<file path="src/rtl/muldiv_pkg.sv">
// Shared types and constants for the iterative multiply/divide unit.
// Optional feature macro: MULDIV_SIGNED_EN (signed MULT/DIV support).
package muldiv_pkg;

    // FSM states; busy is RUN, done is DONE.
    typedef enum logic [1:0] {
        ST_IDLE = 2'd0,
        ST_RUN  = 2'd1,
        ST_DONE = 2'd2
    } state_e;

    // Value of the mul0_div1_sel input for each operation.
    localparam logic OP_MUL = 1'b0;
    localparam logic OP_DIV = 1'b1;

    // Quotient reported for a zero divisor; sliced to the operand width by users.
    localparam int                    DIV0_MAX_W = 64;
    localparam logic [DIV0_MAX_W-1:0] DIV0_QUOT  = '1;

endpackage

</file>
<file path="src/rtl/muldiv_sign_fix.sv">
// Signed operand/result conditioning for muldiv_unit (built only with MULDIV_SIGNED_EN).
// Operands become magnitudes before the unsigned core runs; the raw unsigned
// result is negated as needed at the DONE load so latency does not change.
module muldiv_sign_fix
    import muldiv_pkg::*;
#(
    parameter int WIDTH = 32
) (
    input  logic             signed_op_i,
    input  logic [WIDTH-1:0] op_a_i,
    input  logic [WIDTH-1:0] op_b_i,
    output logic [WIDTH-1:0] mag_a_o,
    output logic [WIDTH-1:0] mag_b_o,
    output logic             neg_res_o,
    output logic             neg_rem_o,
    input  logic             op_sel_i,
    input  logic             neg_res_i,
    input  logic             neg_rem_i,
    input  logic [WIDTH-1:0] raw_hi_i,
    input  logic [WIDTH-1:0] raw_lo_i,
    output logic [WIDTH-1:0] fix_hi_o,
    output logic [WIDTH-1:0] fix_lo_o
);

    logic               a_neg;
    logic               b_neg;
    logic [2*WIDTH-1:0] prod;
    logic [2*WIDTH-1:0] prod_neg;

    assign a_neg     = signed_op_i & op_a_i[WIDTH-1];
    assign b_neg     = signed_op_i & op_b_i[WIDTH-1];
    assign mag_a_o   = a_neg ? -op_a_i : op_a_i;
    assign mag_b_o   = b_neg ? -op_b_i : op_b_i;
    // Product and quotient flip on differing signs; remainder follows the dividend.
    assign neg_res_o = a_neg ^ b_neg;
    assign neg_rem_o = a_neg;

    assign prod      = {raw_hi_i, raw_lo_i};
    assign prod_neg  = -prod;

    // Apply the latched sign corrections to the unsigned result.
    always_comb begin
        fix_hi_o = raw_hi_i;
        fix_lo_o = raw_lo_i;
        if (op_sel_i == OP_MUL) begin
            if (neg_res_i) begin
                fix_hi_o = prod_neg[2*WIDTH-1:WIDTH];
                fix_lo_o = prod_neg[WIDTH-1:0];
            end
        end else begin
            if (neg_res_i) fix_lo_o = -raw_lo_i;
            if (neg_rem_i) fix_hi_o = -raw_hi_i;
        end
    end

endmodule

</file>
<file path="src/rtl/muldiv_unit.sv">
// Iterative MULTU/DIVU unit with HI/LO registers for the MIPS32 execute stage.
// One iteration per clock: shift-add multiply, restoring divide.
// Optional feature macro: MULDIV_SIGNED_EN adds MULT/DIV via muldiv_sign_fix.
module muldiv_unit
    import muldiv_pkg::*;
#(
    parameter int WIDTH = 32,
    parameter int CNT_W = 6
) (
    input  logic             clk,
    input  logic             rst,
    input  logic             start,
    input  logic             mul0_div1_sel,
    input  logic             signed_op,
    input  logic [WIDTH-1:0] op_a,
    input  logic [WIDTH-1:0] op_b,
    output logic [WIDTH-1:0] hi,
    output logic [WIDTH-1:0] lo,
    output logic             busy,
    output logic             done
);

    state_e             state_q, state_d;
    logic [CNT_W-1:0]   cnt_q;
    logic               op_q;
    // Multiply: {partial product, multiplier}. Divide: {remainder, dividend/quotient}.
    logic [2*WIDTH-1:0] acc_q, acc_d;
    // Multiplicand for multiply, divisor for divide.
    logic [WIDTH-1:0]   opnd_q;
    logic [WIDTH-1:0]   hi_q, lo_q;

    logic               last_iter;
    logic [WIDTH:0]     add_sum;
    logic [WIDTH:0]     rem_shift;
    logic [WIDTH:0]     rem_diff;
    logic [WIDTH-1:0]   src_a, src_b;
    logic [WIDTH-1:0]   res_hi, res_lo;
    logic [WIDTH-1:0]   load_lo;

`ifdef MULDIV_SIGNED_EN
    logic neg_res_q, neg_rem_q;
    logic neg_res_in, neg_rem_in;

    muldiv_sign_fix #(.WIDTH(WIDTH)) u_sign_fix (
        .signed_op_i (signed_op),
        .op_a_i      (op_a),
        .op_b_i      (op_b),
        .mag_a_o     (src_a),
        .mag_b_o     (src_b),
        .neg_res_o   (neg_res_in),
        .neg_rem_o   (neg_rem_in),
        .op_sel_i    (op_q),
        .neg_res_i   (neg_res_q),
        .neg_rem_i   (neg_rem_q),
        .raw_hi_i    (acc_d[2*WIDTH-1:WIDTH]),
        .raw_lo_i    (acc_d[WIDTH-1:0]),
        .fix_hi_o    (res_hi),
        .fix_lo_o    (res_lo)
    );

    // Sign flags captured with the operands at the start edge.
    always_ff @(posedge clk or negedge rst) begin
        if (!rst) begin
            neg_res_q <= 1'b0;
            neg_rem_q <= 1'b0;
        end else if (state_q == ST_IDLE && start) begin
            neg_res_q <= neg_res_in;
            neg_rem_q <= neg_rem_in;
        end
    end
`else
    logic unused_signed_op;

    assign unused_signed_op = signed_op;
    assign src_a            = op_a;
    assign src_b            = op_b;
    assign res_hi           = acc_d[2*WIDTH-1:WIDTH];
    assign res_lo           = acc_d[WIDTH-1:0];
`endif

    assign last_iter = (cnt_q == CNT_W'(1));
    assign busy      = (state_q == ST_RUN);
    assign done      = (state_q == ST_DONE);
    assign hi        = hi_q;
    assign lo        = lo_q;

    // A zero divisor always reports an all-ones quotient, regardless of sign fix-up.
    assign load_lo = (op_q == OP_DIV && opnd_q == '0) ? DIV0_QUOT[WIDTH-1:0] : res_lo;

    // State register.
    always_ff @(posedge clk or negedge rst) begin
        if (!rst) state_q <= ST_IDLE;
        else      state_q <= state_d;
    end

    // Next-state logic: start only honoured in IDLE, DONE always returns to IDLE.
    always_comb begin
        // NOTE: every always_comb output gets a default first so no path can infer a latch.
        state_d = state_q;
        case (state_q)
            ST_IDLE: if (start)     state_d = ST_RUN;
            ST_RUN:  if (last_iter) state_d = ST_DONE;
            ST_DONE:                state_d = ST_IDLE;
            default:                state_d = ST_IDLE;
        endcase
    end

    // One iteration of shift-add multiply or restoring divide.
    always_comb begin
        acc_d     = acc_q;
        add_sum   = '0;
        rem_shift = '0;
        rem_diff  = '0;
        if (op_q == OP_MUL) begin
            add_sum = {1'b0, acc_q[2*WIDTH-1:WIDTH]} + (acc_q[0] ? {1'b0, opnd_q} : '0);
            acc_d   = {add_sum, acc_q[WIDTH-1:1]};
        end else begin
            rem_shift = {acc_q[2*WIDTH-1:WIDTH], acc_q[WIDTH-1]};
            rem_diff  = rem_shift - {1'b0, opnd_q};
            if (!rem_diff[WIDTH]) acc_d = {rem_diff[WIDTH-1:0], acc_q[WIDTH-2:0], 1'b1};
            else                  acc_d = {rem_shift[WIDTH-1:0], acc_q[WIDTH-2:0], 1'b0};
        end
    end

    // Operand capture, iteration counter, working registers and HI/LO load.
    always_ff @(posedge clk or negedge rst) begin
        // NOTE: working registers are reset too, so an abandoned operation leaves no residue.
        if (!rst) begin
            cnt_q  <= '0;
            op_q   <= OP_MUL;
            acc_q  <= '0;
            opnd_q <= '0;
            hi_q   <= '0;
            lo_q   <= '0;
        end else begin
            // NOTE: non-blocking assignments so every register sees pre-edge values.
            case (state_q)
                ST_IDLE: begin
                    if (start) begin
                        cnt_q  <= CNT_W'(WIDTH);
                        op_q   <= mul0_div1_sel;
                        acc_q  <= (mul0_div1_sel == OP_MUL) ? {{WIDTH{1'b0}}, src_b}
                                                            : {{WIDTH{1'b0}}, src_a};
                        opnd_q <= (mul0_div1_sel == OP_MUL) ? src_a : src_b;
                    end
                end
                ST_RUN: begin
                    cnt_q <= cnt_q - CNT_W'(1);
                    acc_q <= acc_d;
                    if (last_iter) begin
                        hi_q <= res_hi;
                        lo_q <= load_lo;
                    end
                end
                default: ;
            endcase
        end
    end

endmodule

</file>
<file path="config.mk">
export PLATFORM = sky130hd
export DESIGN_NAME = muldiv_unit
export DESIGN_NICKNAME = d
export VERILOG_FILES = /design/src/rtl/muldiv_pkg.sv /design/src/rtl/muldiv_sign_fix.sv /design/src/rtl/muldiv_unit.sv
export SDC_FILE = /design/constraint.sdc
export NUM_CORES = 1
export LEC_CHECK = 0
export CORE_MARGIN = 2
export CORE_UTILIZATION = 62
export DETAILED_ROUTE_END_ITERATION = 16
export PLACE_DENSITY = 0.93
export SYNTH_ARGS = -nofsm -noshare
export SYNTH_HDL_FRONTEND = slang
export SYNTH_SLANG_ARGS = --single-unit
</file>
<file path="constraint.sdc">
create_clock -name clk -period 6.45 [get_ports clk]
set_clock_uncertainty 0.15 [all_clocks]
set_input_delay 0.9675 -clock clk [delete_from_list [all_inputs] [get_ports clk]]
set_output_delay 0.9675 -clock clk [all_outputs]
set_load 0.1 [all_outputs]
</file>
### Yosys cells after proc, flatten, opt, wreduce, memory -nomap -nowiden

Cells that the tools add are included.

* flip-flop bits (word level): 169
* latch bits: 0
* memory bits (writable): 0
* bits in read-only memories: 0
* bits of input ports: 69
* output and inout bits: 66
* memories kept: 0

* $add $sub $neg: 3
* multiply operators: 0
* div/mod/pow operators: 0
* order comparisons: 0
* equal/unequal tests: 5
* shifts and indexed selects: 0
* mux-type cells: 13
* bitwise operators: 0
* reduce and logical (&&, ||, !) cells: 8

Operator list (count)
* 2-to-1 mux 64 bit: 3
* 2-to-1 mux 32 bit: 4
* one-hot mux 64 bit (2 select lines): 1
* adder 32 x 32 -> 33 bit: 1
* subtractor 33 x 32 -> 33 bit: 1
* zero test 32 bit: 1
* one-hot mux 6 bit (2 select lines): 1
* AND reduction 2 bit: 4
* == test 6 x 1 -> 1 bit (second input constant): 1
* 2-to-1 mux 6 bit: 1
* subtractor 6 x 1 -> 6 bit (second input constant): 1
* 2-to-1 mux 2 bit: 2
* one-hot mux 2 bit (2 select lines): 1
* == test 2 x 1 -> 1 bit (second input constant): 1
* == test 2 bit (second input constant): 1
* zero test 2 bit: 1
* != test 2 x 1 -> 1 bit (second input constant): 1
* != test 2 bit (second input constant): 1
* nonzero test 2 bit: 1
* logical AND 1 bit: 1

### Logic depth before layout (Yosys ltp)

* word-level depth: 4
* depth in mapped cells: 14
* depth with buffers taken out: 13

### Worst setup path after synthesis

OpenSTA, ideal clock, no wires.

* path type: reg-to-reg
* from: register acc_q[31]
* to: register acc_q[61]
* data arrival time: 3112 ps
* setup slack: 3121 ps
* cell stages (with the launch flop): 15
* path buffers: 1
* period minus slack after synthesis: 3329 ps
* cells stage by stage: dfrtp_1 inv_1 ha_1 inv_1 fa_1 a211oi_2 o311ai_2 and3_4 o31ai_2 mux2_4 and2_4 buf_6 a2111o_1 a31oi_2 a32o_2

* longest elaborated chain between the ends: 4

RTL lines
* from (decl): RTL line muldiv_unit.sv:27 `logic [2*WIDTH-1:0] acc_q, acc_d;`
* from (signal assigned): RTL line muldiv_unit.sv:142 `acc_q <= (mul0_div1_sel == OP_MUL) ? {{WIDTH{1'b0}}, src_b}`
* subtractor 33 x 32 -> 33 bit: RTL line muldiv_unit.sv:119 `rem_diff = rem_shift - {1'b0, opnd_q};`
* 2-to-1 mux 64 bit: RTL line muldiv_unit.sv:120 `if (!rem_diff[WIDTH]) acc_d = {rem_diff[WIDTH-1:0], acc_q[WIDTH-2:0], 1'b1};`
* 2-to-1 mux 64 bit: RTL line muldiv_unit.sv:114 `if (op_q == OP_MUL) begin`
* one-hot mux 64 bit (2 select lines): RTL line muldiv_unit.sv:137 `case (state_q)`

Every way passes these cells.
A chain may end at the register's enable or synchronous reset.

### Worst setup path in the final report

* from: register acc_q[0]
* to: register acc_q[61]

* longest elaborated chain between the ends: 4

RTL lines
* 2-to-1 mux 32 bit: RTL line muldiv_unit.sv:115 `add_sum = {1'b0, acc_q[2*WIDTH-1:WIDTH]} + (acc_q[0] ? {1'b0, opnd_q} : '0);`
* adder 32 x 32 -> 33 bit: RTL line muldiv_unit.sv:115
* 2-to-1 mux 64 bit: RTL line muldiv_unit.sv:114
* one-hot mux 64 bit (2 select lines): RTL line muldiv_unit.sv:137

Every way passes these cells.

==> metrics.txt <==
status=finished clean; Die Y=142 um; max-slew violation count=0; slew margin rel.=0.218; Initial Util=0.632; Die Span X=142 um; grt met3 use=0.0702; CP endpoint kind=flip-flop; Avg Inst Size Synth=8.98 um^2; Post-Place Setup Slack=2.00 ns; DRC violations left=0; Layout fillers=1247; Detail Placement HPWL=24.1 mm; FMAX=217 MHz; most used flip-flop cell after synthesis=dfrtp_1; crit-path max FO=34; I/O pin total=135; fin worst setup slack=1.84 ns; # rows=50; async set or reset register ratio after synthesis=1.00; P&R area growth vs syn=17.3%; GR Util All Layers=0.356; Hold Vio Cnt, Final=0; Worst EP required=6.63 ns; CTS tree=yes; post-layout min period=4.61 ns; worst hold path depth=2; Final GP Congestion=0.991; largest net degree at the start of global routing=101; Post-Layout Cell Count=1649; top post-synthesis cells by area=dfrtp_1, mux2i_1, ha_1; CTS-repair resized insts=0; CTS Buf Count=17; total iterations of the first detailed-routing run=8; number of flops mapped to enable cells by yosys=0; final setup fails=0; Reg clk slew, reported paths=0.08 ns; worst-skew pair later-pin latency=0.44 ns; Syn Std Cell Area=11800 um^2; WL per Instance=21.4 um; RSZ-0062 raised after global routing=false; met2 Usage GRT=0.578; number of synthesized register bits=169; Final period util=0.715; Port Buffer Count=133; Ys Warns=0; Syn Nets=1448; busiest grt layer=met2; Final Util=0.741; Net count, final=1539; vias per cell=6.75; DIE AREA=20100 um^2; antenna violations before repair=0; Clock Sinks=169; Post-Synthesis Cells=1311; Worst R2R Path Depth=12; most numerous cell in the Yosys netlist=dfrtp_1; vias in the first global route=10.9k; Vias=11.1k; setup_tns=0 ns; postcts setup bufs=0; leading area contributor after synthesis=dfrtp_1; Max-Cap Viols=0; Diodes inserted=0; CP Class=flip-flop to flip-flop; Synth top area share=0.359; Clock Tree Root=clkbuf_16; actual slew at the worst max-slew pin=1.17 ns; sequential share of the synthesized area=0.359; drt initial violations=1047; hold buffer count at CTS=0; grt total ovfl=0; Startpoint Class=flip-flop; Post-synth top cells=dfrtp_1, nand2_1, mux2i_1, a21oi_1; met1 GRT Util=0.465; placed cells=1617; Core ar.=18600 um^2; number of distinct library cells after synthesis=81; maximum clock path buffer count=2; HP Class=flip-flop to flip-flop; Arr. time, crit path=4.79 ns; CTS H-tree depth=4; remaining antenna violation count=0; share of cells above drive strength 1=0.0615; final WL=35.2 mm; first-pass GRT wire length=56.6 mm
-- layout by cell type (no fill, tap or decap), types with 12 or more instances in the layout --
| cell type | netlist | routed |
|---|---|---|
| a21o_1 | 30 | 30 |
| and3_1 | 12 | 12 |
| ha_1 | 66 | 66 |
| xnor2_1 | 32 | 32 |
| a21oi_1 | 114 | 113 |
| nand2_1 | 154 | 153 |
| and2_1 | 38 | 38 |
| mux2_2 | 21 | 21 |
| nor3_1 | 17 | 17 |
| clkbuf_16 | 0 | 17 |
| mux2i_1 | 118 | 118 |
| o21ai_0 | 82 | 82 |
| dfrtp_1 | 169 | 168 |
| nor2_1 | 82 | 82 |
| clkdlybuf4s50_1 | 0 | 131 |
| xor2_1 | 14 | 14 |
| nand3_1 | 23 | 23 |
| a22o_1 | 20 | 20 |
| o221ai_1 | 32 | 32 |
| inv_1 | 47 | 46 |
-- kinds of logic after synthesis --
kind of cell	synth area share
adders and majority gates	0.0735
buffers and inverters	0.0394
AOI/OAI and AO/OA	0.220
and+or+nand+nor	0.148
muxes	0.125
xor gates and xnor gates	0.0342
DFF	0.359
-- metal layers --
layer  routed length (um)  part of all wire
met1                13800              0.39
met2                16500              0.47
met3                 3350             0.095
met4                 1540             0.044
met5                    0                 0
-- final cells by class --
class | count | area [um^2] | area share
Tap cell | 234 | 293 | 0.0212
Inverter | 48 | 180 | 0.0130
Clock inverter | 15 | 190 | 0.0138
Timing Repair Buffer | 142 | 1400 | 0.101
Sequential cell | 169 | 4230 | 0.306
Multi-Input combinational cell | 1024 | 7100 | 0.514
Clock buffer | 17 | 425 | 0.0308
-- through the flow --
step	hold WS, ns	instance area [um^2]
detailed placement	0.322	13200
global placement	0.314	13200
finish	0.331	13800
CTS	0.338	13800
floorplan	0.308	11800
global route	0.358	13800
-- worst paths after layout --
check | start | endpoint | slack, ns
worst max-delay path | acc_q[0]$_DFFE_PN0P_ | acc_q[61]$_DFFE_PN0P_ | 1.84
worst min-delay path | hi[16]$_DFFE_PN0P_ | hi[16]$_DFFE_PN0P_ | 0.33
worst max register to register | acc_q[0]$_DFFE_PN0P_ | acc_q[61]$_DFFE_PN0P_ | 1.84
worst min register to register | hi[16]$_DFFE_PN0P_ | hi[16]$_DFFE_PN0P_ | 0.33
max in group asynchronous | rst | op_q$_DFFE_PN0P_ | 4.19
min in group asynchronous | rst | hi[5]$_DFFE_PN0P_ | 0.48
-- worst max-delay path, cell delays in order (launching register included) --
cell	delay, ns
dfrtp_1	0.77
and2_1	0.34
ha_1	0.24
fa_1	0.46
a21oi_1	0.22
nand4b_1	0.20
a21oi_1	0.14
o21ai_0	0.43
a31oi_1	0.21
o31ai_1	0.58
a32oi_1	0.27
mux2i_1	0.19
a32o_2	0.28
-- state kept, by name (all words and copies together) (netlist names) --
register / flops
hi: 32
cnt_q: 6
op_q: 1
opnd_q: 32
state_q: 2
lo: 32
acc_q: 64
Power is left out: the tool's default activity adds up to more than one toggle a clock period on the data nets, which glitch-free logic cannot reach.
